## config.mk

```make
export PLATFORM = sky130hd
export DESIGN_NAME = pipe_stage_reg
export DESIGN_NICKNAME = d
export VERILOG_FILES = /design/src/rtl/pipe_pkg.sv /design/src/rtl/pipe_skid_slot.sv /design/src/rtl/pipe_stage_reg.sv
export SDC_FILE = /design/constraint.sdc
export NUM_CORES = 1
export LEC_CHECK = 0
export ABC_CLOCK_PERIOD_IN_PS = 3400
export CORE_AREA = 4 4 156 158
export DETAILED_ROUTE_END_ITERATION = 8
export DIE_AREA = 0 0 160 162
export SKIP_LAST_GASP = 1
export SYNTH_ARGS = -nofsm -noshare
export SYNTH_HDL_FRONTEND = slang
export SYNTH_SLANG_ARGS = --single-unit
```

## constraint.sdc

```tcl
create_clock -name Clk -period 3.4 [get_ports Clk]
set_input_delay 0.51 -clock Clk [delete_from_list [all_inputs] [get_ports Clk]]
set_output_delay 0.51 -clock Clk [all_outputs]
set_load 0.03 [all_outputs]
```

## src/rtl/pipe_pkg.sv

```systemverilog
// Shared types and constants for the elastic pipeline-boundary registers.
package pipe_pkg;

  typedef enum logic [1:0] {
    SLOT_EMPTY = 2'd0,
    SLOT_ONE   = 2'd1,
    SLOT_TWO   = 2'd2
  } slot_state_e;

  localparam int PERF_CNT_W = 32;

  localparam int DEFAULT_DATA_W = 64;
  localparam int DEFAULT_CTRL_W = 4;

  localparam int IF_ID_DATA_W  = 96;
  localparam int IF_ID_CTRL_W  = 1;
  localparam int ID_EX_DATA_W  = 192;
  localparam int ID_EX_CTRL_W  = 12;
  localparam int EX_MEM_DATA_W = 128;
  localparam int EX_MEM_CTRL_W = 8;
  localparam int MEM_WB_DATA_W = 64;
  localparam int MEM_WB_CTRL_W = 6;

  function automatic logic [PERF_CNT_W-1:0] sat_inc(input logic [PERF_CNT_W-1:0] v);
    logic [PERF_CNT_W-1:0] r;
    if (&v) begin
      r = v;
    end else begin
      r = v + PERF_CNT_W'(1);
    end
    return r;
  endfunction

endpackage

```

## src/rtl/pipe_skid_slot.sv

```systemverilog
// One elastic slot: main register, skid register, occupancy state and a
// registered upstream ready so no combinational ready path crosses the slot.
module pipe_skid_slot
  import pipe_pkg::*;
#(
  parameter int DATA_W = 64,
  parameter int CTRL_W = 4
) (
  input  logic              clk,
  input  logic              rst_n,
  input  logic              flush,
  input  logic              in_valid,
  output logic              in_ready,
  input  logic [CTRL_W-1:0] in_ctrl,
  input  logic [DATA_W-1:0] in_data,
  output logic              out_valid,
  input  logic              out_ready,
  output logic [CTRL_W-1:0] out_ctrl,
  output logic [DATA_W-1:0] out_data
);

  slot_state_e       state_q, state_d;
  logic [CTRL_W-1:0] main_ctrl_q, main_ctrl_d, skid_ctrl_q, skid_ctrl_d;
  logic [DATA_W-1:0] main_data_q, main_data_d, skid_data_q, skid_data_d;
  logic              ready_q, ready_d;
  logic              in_fire_s, out_fire_s;

  // Next-state and payload movement for the slot.
  always_comb begin
    in_fire_s   = in_valid & ready_q;
    out_fire_s  = (state_q != SLOT_EMPTY) & out_ready;
    state_d     = state_q;
    main_ctrl_d = main_ctrl_q;
    main_data_d = main_data_q;
    skid_ctrl_d = skid_ctrl_q;
    skid_data_d = skid_data_q;
    if (flush) begin
      // Flush wins over any simultaneous accept; data is left as-is.
      state_d     = SLOT_EMPTY;
      main_ctrl_d = '0;
      skid_ctrl_d = '0;
    end else begin
      case (state_q)
        SLOT_EMPTY: begin
          if (in_fire_s) begin
            state_d     = SLOT_ONE;
            main_ctrl_d = in_ctrl;
            main_data_d = in_data;
          end else begin
            state_d = SLOT_EMPTY;
          end
        end
        SLOT_ONE: begin
          if (in_fire_s && out_fire_s) begin
            main_ctrl_d = in_ctrl;
            main_data_d = in_data;
          end else if (in_fire_s) begin
            state_d     = SLOT_TWO;
            skid_ctrl_d = in_ctrl;
            skid_data_d = in_data;
          end else if (out_fire_s) begin
            state_d = SLOT_EMPTY;
          end else begin
            state_d = SLOT_ONE;
          end
        end
        SLOT_TWO: begin
          if (out_fire_s) begin
            state_d     = SLOT_ONE;
            main_ctrl_d = skid_ctrl_q;
            main_data_d = skid_data_q;
          end else begin
            state_d = SLOT_TWO;
          end
        end
        default: begin
          state_d = SLOT_EMPTY;
        end
      endcase
    end
    ready_d = (state_d != SLOT_TWO);
  end

  // Slot registers.
  always_ff @(posedge clk or negedge rst_n) begin
    if (!rst_n) begin
      state_q     <= SLOT_EMPTY;
      main_ctrl_q <= '0;
      main_data_q <= '0;
      skid_ctrl_q <= '0;
      skid_data_q <= '0;
      ready_q     <= 1'b1;
    end else begin
      state_q     <= state_d;
      main_ctrl_q <= main_ctrl_d;
      main_data_q <= main_data_d;
      skid_ctrl_q <= skid_ctrl_d;
      skid_data_q <= skid_data_d;
      ready_q     <= ready_d;
    end
  end

  assign in_ready  = ready_q;
  assign out_valid = (state_q != SLOT_EMPTY);
  assign out_ctrl  = main_ctrl_q;
  assign out_data  = main_data_q;

endmodule

```

## src/rtl/pipe_stage_reg.sv

```systemverilog
// Elastic inter-stage pipeline register built from STAGES chained skid slots.
// Optional stall/bubble performance counters are enabled by PIPE_REG_PERF_EN.
module pipe_stage_reg
  import pipe_pkg::*;
#(
  parameter int DATA_W = DEFAULT_DATA_W,
  parameter int CTRL_W = DEFAULT_CTRL_W,
  parameter int STAGES = 1
) (
  input  logic              Clk,
  input  logic              Rst,
  input  logic              In_valid,
  output logic              In_ready,
  input  logic [CTRL_W-1:0] In_ctrl,
  input  logic [DATA_W-1:0] In_data,
  output logic              Out_valid,
  input  logic              Out_ready,
  output logic [CTRL_W-1:0] Out_ctrl,
  output logic [DATA_W-1:0] Out_data,
  input  logic              Flush,
  output logic [31:0]       Stall_cnt,
  output logic [31:0]       Bubble_cnt
);

  if (STAGES < 1) begin : g_bad_stages
    $error("pipe_stage_reg: STAGES must be at least 1");
  end

  logic              valid_s [0:STAGES];
  logic              ready_s [0:STAGES];
  logic [CTRL_W-1:0] ctrl_s  [0:STAGES];
  logic [DATA_W-1:0] data_s  [0:STAGES];

  assign valid_s[0]      = In_valid;
  assign ctrl_s[0]       = In_ctrl;
  assign data_s[0]       = In_data;
  assign In_ready        = ready_s[0];
  assign ready_s[STAGES] = Out_ready;
  assign Out_valid       = valid_s[STAGES];
  assign Out_data        = data_s[STAGES];

  for (genvar i = 0; i < STAGES; i++) begin : g_slot
    pipe_skid_slot #(
      .DATA_W (DATA_W),
      .CTRL_W (CTRL_W)
    ) u_slot (
      .clk       (Clk),
      .rst_n     (Rst),
      .flush     (Flush),
      .in_valid  (valid_s[i]),
      .in_ready  (ready_s[i]),
      .in_ctrl   (ctrl_s[i]),
      .in_data   (data_s[i]),
      .out_valid (valid_s[i+1]),
      .out_ready (ready_s[i+1]),
      .out_ctrl  (ctrl_s[i+1]),
      .out_data  (data_s[i+1])
    );
  end

  // A drained slot keeps its last ctrl, so bubbles are masked here.
  always_comb begin
    if (Out_valid) begin
      Out_ctrl = ctrl_s[STAGES];
    end else begin
      Out_ctrl = '0;
    end
  end

`ifdef PIPE_REG_PERF_EN
  logic [PERF_CNT_W-1:0] stall_cnt_q, stall_cnt_d;
  logic [PERF_CNT_W-1:0] bubble_cnt_q, bubble_cnt_d;

  // Saturating stall/bubble event counters; Flush does not clear them.
  always_comb begin
    if (Out_valid && !Out_ready) begin
      stall_cnt_d = sat_inc(stall_cnt_q);
    end else begin
      stall_cnt_d = stall_cnt_q;
    end
    if (!Out_valid && Out_ready) begin
      bubble_cnt_d = sat_inc(bubble_cnt_q);
    end else begin
      bubble_cnt_d = bubble_cnt_q;
    end
  end

  // Counter registers.
  always_ff @(posedge Clk or negedge Rst) begin
    if (!Rst) begin
      stall_cnt_q  <= '0;
      bubble_cnt_q <= '0;
    end else begin
      stall_cnt_q  <= stall_cnt_d;
      bubble_cnt_q <= bubble_cnt_d;
    end
  end

  assign Stall_cnt  = stall_cnt_q;
  assign Bubble_cnt = bubble_cnt_q;
`else
  assign Stall_cnt  = 32'd0;
  assign Bubble_cnt = 32'd0;
`endif

endmodule

```

==> results.md, run 1 <==
- Status: completed
- Fin crit period: between 2000 and 2500 ps
- Gpl congestion: approximately 0.69
- First drt pass iteration count: 4
- WHS: 148 ps
- Met2 wire length: between 6000 and 7000 µm
- CP Buf/Inv Count: 1
- Startpoint types: flop
- Post-Syn Area per Cell: 12.0 µm²
- Layout fillers: 2261
- Final Hold Fails: 0
- Inst Count DP: 936
- Rel. slew slack: 46.1%
- Slew Viols, Final: 0
- Setup bufs post-CTS: 0
- Synth warn: 0
- Area of the multi-input gates: 0.00250 mm²
- Die Y: between 150 and 200 µm
- Core area: 0.0231 mm²
- Fmax: a little over 400 MHz
- Largest net degree at the start of global routing: 87
- Worst setup EP type: primary output
- Lkg Pwr: 4.15 nW
- ANT cells: 0
- R2R cell count: 4
- Final worst-path cycle share: between 70% and 80%
- Max Used Layer: met4
- Crit-path cells: nor2_1, nor2b_1, clkdlybuf4s50_1
- Buffers on Ports: 142
- Total length of routed wires: approximately 14000 µm
- Post-layout worst setup margin: 995 ps
- Area share of the largest cell type after synthesis: between 50% and 60%
- Min-delay worst type: in -> async
- Drt drc: 0
- Worst EP arrival: between 1500 and 2000 ps
- Setup CP Type: reg -> out
- TNS Setup: 0 ps
- Max clock buf depth: 2
- GRT overflow: 0
- Initial antenna violation count: 0
- Post-synthesis cell area: 0.00637 mm²
- CTS Root Cell: clkbuf_16
- Vias per cell: ~4.2
- Worst slew pin tran: 809 ps
- Starting Density: 27.5%
- Slowest CP cell: clkdlybuf4s50_1
- Total number of vias: 4066
- Storage cell area: 0.00348 mm²
- Top Family by Delay on Critical Path: buffers and inverters
- PD cells: 666 mW/mm²
- Most frequent cells in the layout: clkdlybuf4s50_1 (141), dfrtp_1 (138), nand2_1 (70), mux2i_1 (68), conb_1 (64)
- Required @ worst endpoint: 2890 ps
- Maxcap violations: 0
- Worst R2R Setup Slack: about 1400 ps
- Share of layout cells above drive strength 1: 15.6%
- Post-layout util: 36.9%
- Global-route wire length before repair: 22600 µm
- RR Startpoint: g_slot[0].u_slot.in_ready
- Synth Instances: 530
- TritonCTS Buffers: 17
- Area leader, netlist: dfrtp_1
- Top post-synthesis cells by area: dfrtp_1 (54%), mux2i_1 (11%), mux2_2 (8.5%)
- Most common cell after layout, fill and taps aside: clkdlybuf4s50_1
- Detail Route Antenna Nets: 0
- WL/cell: 14.2 µm
- Place WS: 963 ps
- Cell variety after synth: 28
- Detailed placement HPWL: 8910 µm
- FF-to-FF End: g_slot[0].u_slot.skid_data_q[42]
- RSZ-0062 raised after global routing: false
- Area Growth Syn to Fin: 34.0%
- Vias in the first global route: between 4000 and 5000
- Post-cts resize count: 0
- Placement row count: 56
- DRT iter0 DRCs: between 150 and 200
- Net count reported at finish: 738
- I/O pin cnt: between 200 and 250
- Finished Layout Cells: around 970
- Hold buffer count at CTS: 0
- Worst Path Max Fanout: 6
- Clk sink count: 139
- Peak VDD IR: roughly 0.29 mV
- M1 wire length: ~6400 µm
- Seq/Total Area, Yosys: 54.6%
- Die W: 160 µm
- GRT Total Usage: roughly 11%
- Clock-pin slew on the worst setup and hold paths: 60 ps
- Skew final: 9.34 ps
- CTS tree: done
- H-tree depth reported by CTS: 4
- Full die area: 0.0259 mm²
- Final setup fails: 0
- Yosys reg bits: 139
- Max stage delay on crit path: 610 ps
- Metal3 WL: 1020 µm
- Worst skew pair latency: 410 ps
## flip-flops by register name, summed over array words and instances, names as in the netlist
signal and cells:
g_slot.u_slot.state_q 2, g_slot.u_slot.skid_ctrl_q 4, g_slot.u_slot.out_data 64, g_slot.u_slot.out_ctrl 4
g_slot.u_slot.skid_data_q 64, g_slot.u_slot.in_ready 1
## how the worst max path moves through the flow
stage / slack [ps] / start / endpoint / cells after the start
after floorplan: 1520 / g_slot[0].u_slot.in_ready / g_slot[0].u_slot.skid_data_q[45] / 6
after global placement: 1000 / In_valid / g_slot[0].u_slot.skid_data_q[38] / 5
after detailed placement: 960 / In_valid / g_slot[0].u_slot.skid_data_q[42] / 5
after CTS: 970 / g_slot[0].u_slot.state_q[1] / Out_ctrl[1] / 3
after global routing: 850 / g_slot[0].u_slot.state_q[1] / Out_ctrl[1] / 3
final: 1000 / g_slot[0].u_slot.state_q[1] / Out_ctrl[1] / 3
## synthesized netlist by cell type (all sizes together)
library cell,count
a211o,1
a21oi,1
a221oi,1
a22o,4
a2bb2oi,1
a31oi,1
and3,1
and3b,1
buf,86
clkbuf,8
conb,1
dfrtp,138
dfstp,1
inv,3
mux2,64
mux2i,68
nand2,70
nand2b,2
nor2,2
nor2b,6
nor4bb,1
o21ai,68
xnor2,1
## area by class of cell
cell class | instances | area share [%]
Clock buffer | 20 | 5.47
Clock inverter | 12 | 2.43
Inverter | 3 | 0.132
Multi-Input combinational cell | 357 | 29.2
Sequential cell | 139 | 40.8
Tap cell | 290 | 4.25
Timing Repair Buffer | 147 | 17.7
## through the flow
| step | cell area [µm²] | power, mW |
|---|---|---|
| 5_1_grt | 8530 | 5.97 |
| 2_1_floorplan | 6610 | 3.11 |
| 6_report | 8530 | 5.68 |
| 4_1_cts | 8530 | 5.77 |
| 3_3_place_gp | 7860 | 3.58 |
| 3_5_place_dp | 7860 | 3.61 |
## cells by family after synthesis
logic type	Yosys count	share of synthesized area, %
DFF	139	54.6
muxes	132	22.9
buffers and inverters	97	10.2
and+or+nand+nor	83	5.42
AOI/OAI and AO/OA	77	6.58
xor gates and xnor gates	1	0.138
other	1	0.0589
## per-layer routing
layer / GRT usage [%] / vias up
met5: 0 / -
met4: 3.87 / 0
met3: 3.83 / 8
met2: 16.6 / 143
met1: 14.1 / 1957
li1: - / 1958
## where the power goes
part / internal [mW] / switching (mW) / total (mW) / leakage [nW]
Sequential: 2.04 / 0.198 / 2.24 / 1.73
Combinational: 0.624 / 0.700 / 1.32 / 2.09
Clock: 1.37 / 0.746 / 2.12 / 0.332
(Power assumes the default switching activity.)
==> run 2: changes to the inputs <==
- ABC_CLOCK_PERIOD_IN_PS: 3400 -> 2500
- clock period: 3.4 -> 2.5 ns (I/O delays scaled with it)
==> run 2 against run 1 <==
Compared with the run above: die area unchanged; flip-flop and latch count unchanged; critical endpoint is now Out_ctrl[0]; non-clock buffer count up 8.
==> results.md, run 2 (synthesized netlist as in run 1, its figures left out) <==
- Final setup fails: 0
- Critical Path End: Out_ctrl[0]
- Largest net degree at the start of global routing: a little under 70
- Top Family by Delay on Critical Path: buffers and inverters
- GRT Total Usage: around 11%
- First drt pass iteration count: 4
- Fmax: 437 MHz
- Setup bufs post-CTS: 0
- Buffers on Ports: 142
- Gpl congestion: 0.722
- Vias per cell: 4.18
- Total length of routed wires: between 10000 and 15000 µm
- CTS tree: done
- Clk sink count: 139
- Cell depth of the worst setup path: 3
- Lkg Pwr: between 4 and 5 nW
- DP Area: slightly below 0.008 mm²
- H-tree depth reported by CTS: 4
- Worst setup path start: g_slot[0].u_slot.state_q[1]
- Area Growth Syn to Fin: 34.2%
- Placement row count: 56
- Required @ worst endpoint: 2120 ps
- Worst EP arrival: 1910 ps
- Max stage delay on crit path: 620 ps
- Skew final: 12.0 ps
- Detail Route Antenna Nets: 0
- Die W: 160 µm
- DRT iter0 DRCs: 143
- Worst setup EP type: primary output
- Worst slew pin tran: about 600 ps
- Fin crit period: between 2000 and 2500 ps
- Status: completed
- Global-route wire length before repair: 22600 µm
- Post-cts resize count: 0
- I/O pin cnt: just over 200
- WL/cell: ~14 µm
- Rel. slew slack: 60.1%
- Clock-pin slew on the worst setup and hold paths: 60 ps
- PD cells: 874 mW/mm²
- GRT overflow: 0
- Worst Path Max Fanout: 6
- Initial antenna violation count: 0
- Most common cell after layout, fill and taps aside: clkdlybuf4s50_1
- TNS Setup: 0 ps
- Total number of vias: 4077
- Net count reported at finish: 746
- Full die area: 0.0259 mm²
- Most frequent cells in the layout: clkdlybuf4s50_1 (141), dfrtp_1 (138), nand2_1 (70), mux2i_1 (68), conb_1 (64)
- Detailed placement HPWL: 9470 µm
- Post-layout worst setup margin: 211 ps
- CTS Root Cell: clkbuf_16
- Place WS: 264 ps
- RSZ-0062 raised after global routing: false
- Core area: 0.0231 mm²
- Drt drc: 0
- Maxcap violations: 0
- Starting Density: about 28%
- CP Buf/Inv Count: 1
- R2R cell count: 4
- ANT cells: 0
- Die Y: 162 µm
- Max clock buf depth: 2
- Slew Viols, Final: 0
- Post-layout util: between 30% and 40%
- Final worst-path cycle share: 91.6%
- Finished Cell Area: 0.00855 mm²
- Peak VDD IR: a little under 0.4 mV
- TritonCTS Buffers: 17
- RR Startpoint: g_slot[0].u_slot.in_ready
- Startpoint types: flop
- Share of layout cells above drive strength 1: between 10% and 20%
- Final Hold Fails: 0
- Min-delay worst type: reg -> reg
- Worst skew pair latency: around 420 ps
- FF-to-FF End: g_slot[0].u_slot.skid_data_q[44]
- Slowest CP cell: clkdlybuf4s50_1
- Worst R2R Setup Slack: 660 ps
- Setup CP Type: reg -> out
- Vias in the first global route: around 4100
- Crit-path cells: nor2_1, nor2b_1, clkdlybuf4s50_1
run 2: cell types whose count changed in the layout (fill, tap and decap cells not counted), sizes merged:
cell,previous run,this run
buf,6,13
dlygate4sd3,0,1
clkbuf,20,22
bufinv,5,3
inv,6,4
clkinv,4,2
clkinvlp,0,3
run 2: worst reg2reg max path: cells and delay by family (launching register included):
| family | cells | cell delay [ps] |
|---|---|---|
| DFF | 1 | 540 |
| buffers and inverters | 1 | 250 |
| muxes | 1 | 390 |
| and+or+nand+nor | 2 | 550 |
run 2: through the flow:
step | total power [mW] | hold WS, ps | std cells
6_report | 7.48 | 473 | 975
5_1_grt | 7.88 | 496 | 975
4_1_cts | 7.60 | 481 | 975
3_5_place_dp | 4.92 | 362 | 943
3_3_place_gp | 4.88 | 359 | 943
2_1_floorplan | 4.23 | 79.4 | 593
run 2: layout make-up:
cell class	count	area (µm²)
clock buffers	22	464
clock inverters	9	139
fillers	2270	14600
inverters	3	11.3
multi-input cells	357	2500
flip-flops and latches	139	3480
well taps	290	363
repair buffers	155	1600
run 2: worst min-delay path by stage:
stage / startpoint / end / slack (ps) / cells after the start
5_1_grt: g_slot[0].u_slot.out_data[62] / g_slot[0].u_slot.out_data[62] / 500 / 2
2_1_floorplan: Rst / g_slot[0].u_slot.out_ctrl[0] / 80 / 0
4_1_cts: g_slot[0].u_slot.out_ctrl[0] / g_slot[0].u_slot.out_ctrl[0] / 480 / 2
3_3_place_gp: Rst / g_slot[0].u_slot.skid_data_q[37] / 360 / 1
6_report: g_slot[0].u_slot.out_data[59] / g_slot[0].u_slot.out_data[59] / 470 / 2
3_5_place_dp: Rst / g_slot[0].u_slot.skid_data_q[37] / 360 / 1
run 2: layer usage:
layer	wire length (µm)	global-route usage, %
met1	6620	14.3
met2	6060	16.5
met3	1240	5.07
met4	166	3.40
met5	0	0
run 2: where the power goes:
part / leakage [nW] / total, mW / internal, mW / switching (mW)
sequential: 1.73 / 3.04 / 2.77 / 0.268
clock: 0.283 / 2.62 / 1.63 / 0.993
combinational: 2.13 / 1.82 / 0.858 / 0.959
total: 4.15 / 7.48 / 5.26 / 2.22
run 2: timing repair:
item | in CTS | in global routing
hold buffers | 1 | 0
hold endpoints to repair | 47 | 0
setup endpoints to repair | 0 | 0
==> run 3: changes to the inputs <==
==> constraint.sdc (replaced) <==
create_clock -name Clk -period 2.5 [get_ports Clk]
set_input_delay 0.25 -clock Clk [delete_from_list [all_inputs] [get_ports Clk]]
set_output_delay 0.25 -clock Clk [all_outputs]
set_load 0.03 [all_outputs]
==> run 3 against run 2 <==
Compared with the run above: global-route usage down 0.67 points; first-iteration DRC count down 4.2%; cell count down 0.21%; combinational power about the same; largest cell class unchanged.
==> results.md, run 3 (synthesized netlist as in run 1, its figures left out) <==
- Cell depth of the worst setup path: 3
- Power share of the clock group: 33.9%
- Sequential cell fraction of total power: 41.5%
- CTS tree: done
- Global-route wire length before repair: between 20000 and 25000 µm
- PD cells: 861 mW/mm²
- GRT Total Usage: 10.3%
- CTS Root Cell: clkbuf_16
- Worst Path Max Fanout: 6
- Worst setup EP type: primary output
- Comb pwr share: 24.7%
- Net Sw Power: 2.30 mW
- Inst Count DP: 940
- TNS Setup: 0 ps
- GRT overflow: 0
- Area Growth Syn to Fin: 34.0%
- ANT cells: 0
- RSZ-0062 raised after global routing: false
- Worst slew pin tran: around 630 ps
- Most common cell after layout, fill and taps aside: clkdlybuf4s50_1
- DRT iter0 DRCs: 137
- Placement row count: 56
- Final Hold Fails: 0
- DP Area: just under 0.008 mm²
- Fmax: 477 MHz
- First drt pass iteration count: 4
- WHS: 400 ps
- Vias per cell: 4.24
- R2R cell count: 4
- WL/cell: between 10 and 15 µm
- Max stage delay on crit path: around 600 ps
- Status: completed
- Setup CP Type: reg -> out
- Min-delay worst type: in -> async
- Drt drc: 0
- Share of layout cells above drive strength 1: 16.1%
- Buffers on Ports: about 140
- Final setup fails: 0
- Peak VDD IR: 0.608 mV
- Startpoint types: flop
- Total length of routed wires: roughly 14000 µm
- Finished Cell Area: approximately 0.0085 mm²
- Clk sink count: 139
- Worst EP arrival: 1840 ps
- Slew Viols, Final: 0
- Die Y: 162 µm
- Die W: 160 µm
- Full die area: 0.0259 mm²
- Final worst-path cycle share: 83.8%
- H-tree depth reported by CTS: 4
- Core area: between 0.02 and 0.025 mm²
- Starting Density: between 20% and 30%
- Clock-pin slew on the worst setup and hold paths: approximately 70 ps
- Largest net degree at the start of global routing: between 60 and 70
- Rel. slew slack: 57.7%
- Sw frac: 31.3%
- Gpl congestion: ~0.7
- Post-layout util: a little under two fifths
- Total internal power: 5.04 mW
- Slowest CP cell: clkdlybuf4s50_1
- Power Total: 7.35 mW
- Vias in the first global route: 4078
- Initial antenna violation count: 0
- Total number of vias: 4128
- Fin crit period: roughly 2100 ps
- Lkg Pwr: 4.15 nW
- TritonCTS Buffers: 17
- Skew final: ~7.7 ps
- Maxcap violations: 0
- Detail Route Antenna Nets: 0
- Detailed placement HPWL: roughly 9300 µm
- Top Family by Delay on Critical Path: buffers and inverters
- Most frequent cells in the layout: clkdlybuf4s50_1 (141), dfrtp_1 (138), nand2_1 (70), mux2i_1 (68), conb_1 (64)
- Post-layout worst setup margin: 406 ps
- Layout fillers: around 2300
- CP Buf/Inv Count: 1
- Max clock buf depth: 2
- Finished Layout Cells: roughly 970
- Required @ worst endpoint: 2250 ps
- Crit-path cells: nor2_1, nor2b_1, clkdlybuf4s50_1
- Net count reported at finish: roughly 740
- Worst skew pair latency: 420 ps
- I/O pin cnt: between 200 and 250
- Place WS: between 400 and 500 ps
==> run 3: final timing paths <==
check	start	slack (ps)	endpoint
max	g_slot[0].u_slot.state_q[1]	410	Out_ctrl[1]
min	Rst	400	g_slot[0].u_slot.out_data[26]
max in group asynchronous	Rst	1400	g_slot[0].u_slot.in_ready
min in group Clk	In_data[17]	470	g_slot[0].u_slot.skid_data_q[17]
min reg2reg	g_slot[0].u_slot.out_data[55]	480	g_slot[0].u_slot.out_data[55]
max reg2reg	g_slot[0].u_slot.in_ready	650	g_slot[0].u_slot.skid_data_q[4]
==> run 3: area by class of cell <==
type / instances / area (µm²) / share of cell area (%)
Clock buffer: 17 / 425 / 4.98
Clock inverter: 15 / 160 / 1.88
Inverter: 3 / 11.3 / 0.132
Multi-Input combinational cell: 357 / 2500 / 29.2
Sequential cell: 139 / 3480 / 40.8
Tap cell: 290 / 363 / 4.25
Timing Repair Buffer: 152 / 1600 / 18.7
==> run 3: timing repair <==
action                    CTS  global route
hold endpoints to repair   61             0
resized for setup           0             0
setup buffers               0             0
hold buffers                1             0
==> run 3: power groups by stage <==
stage	Clock [mW]	Sequential, mW	Combinational, mW
5_1_grt	2.67	3.11	1.95
3_5_place_dp	0	3.09	1.83
2_1_floorplan	0	3.42	0.804
3_3_place_gp	0	3.08	1.81
6_report	2.49	3.05	1.81
4_1_cts	2.59	3.06	1.84
==> run 3: routing by layer <==
layer	global-route usage, %	routed length [µm]	vias to the layer above
met3	4.64	1270	12
met1	12.8	6010	1998
met4	3.52	161	0
met2	16.1	6110	146
li1	-	-	1972
met5	0	0	-
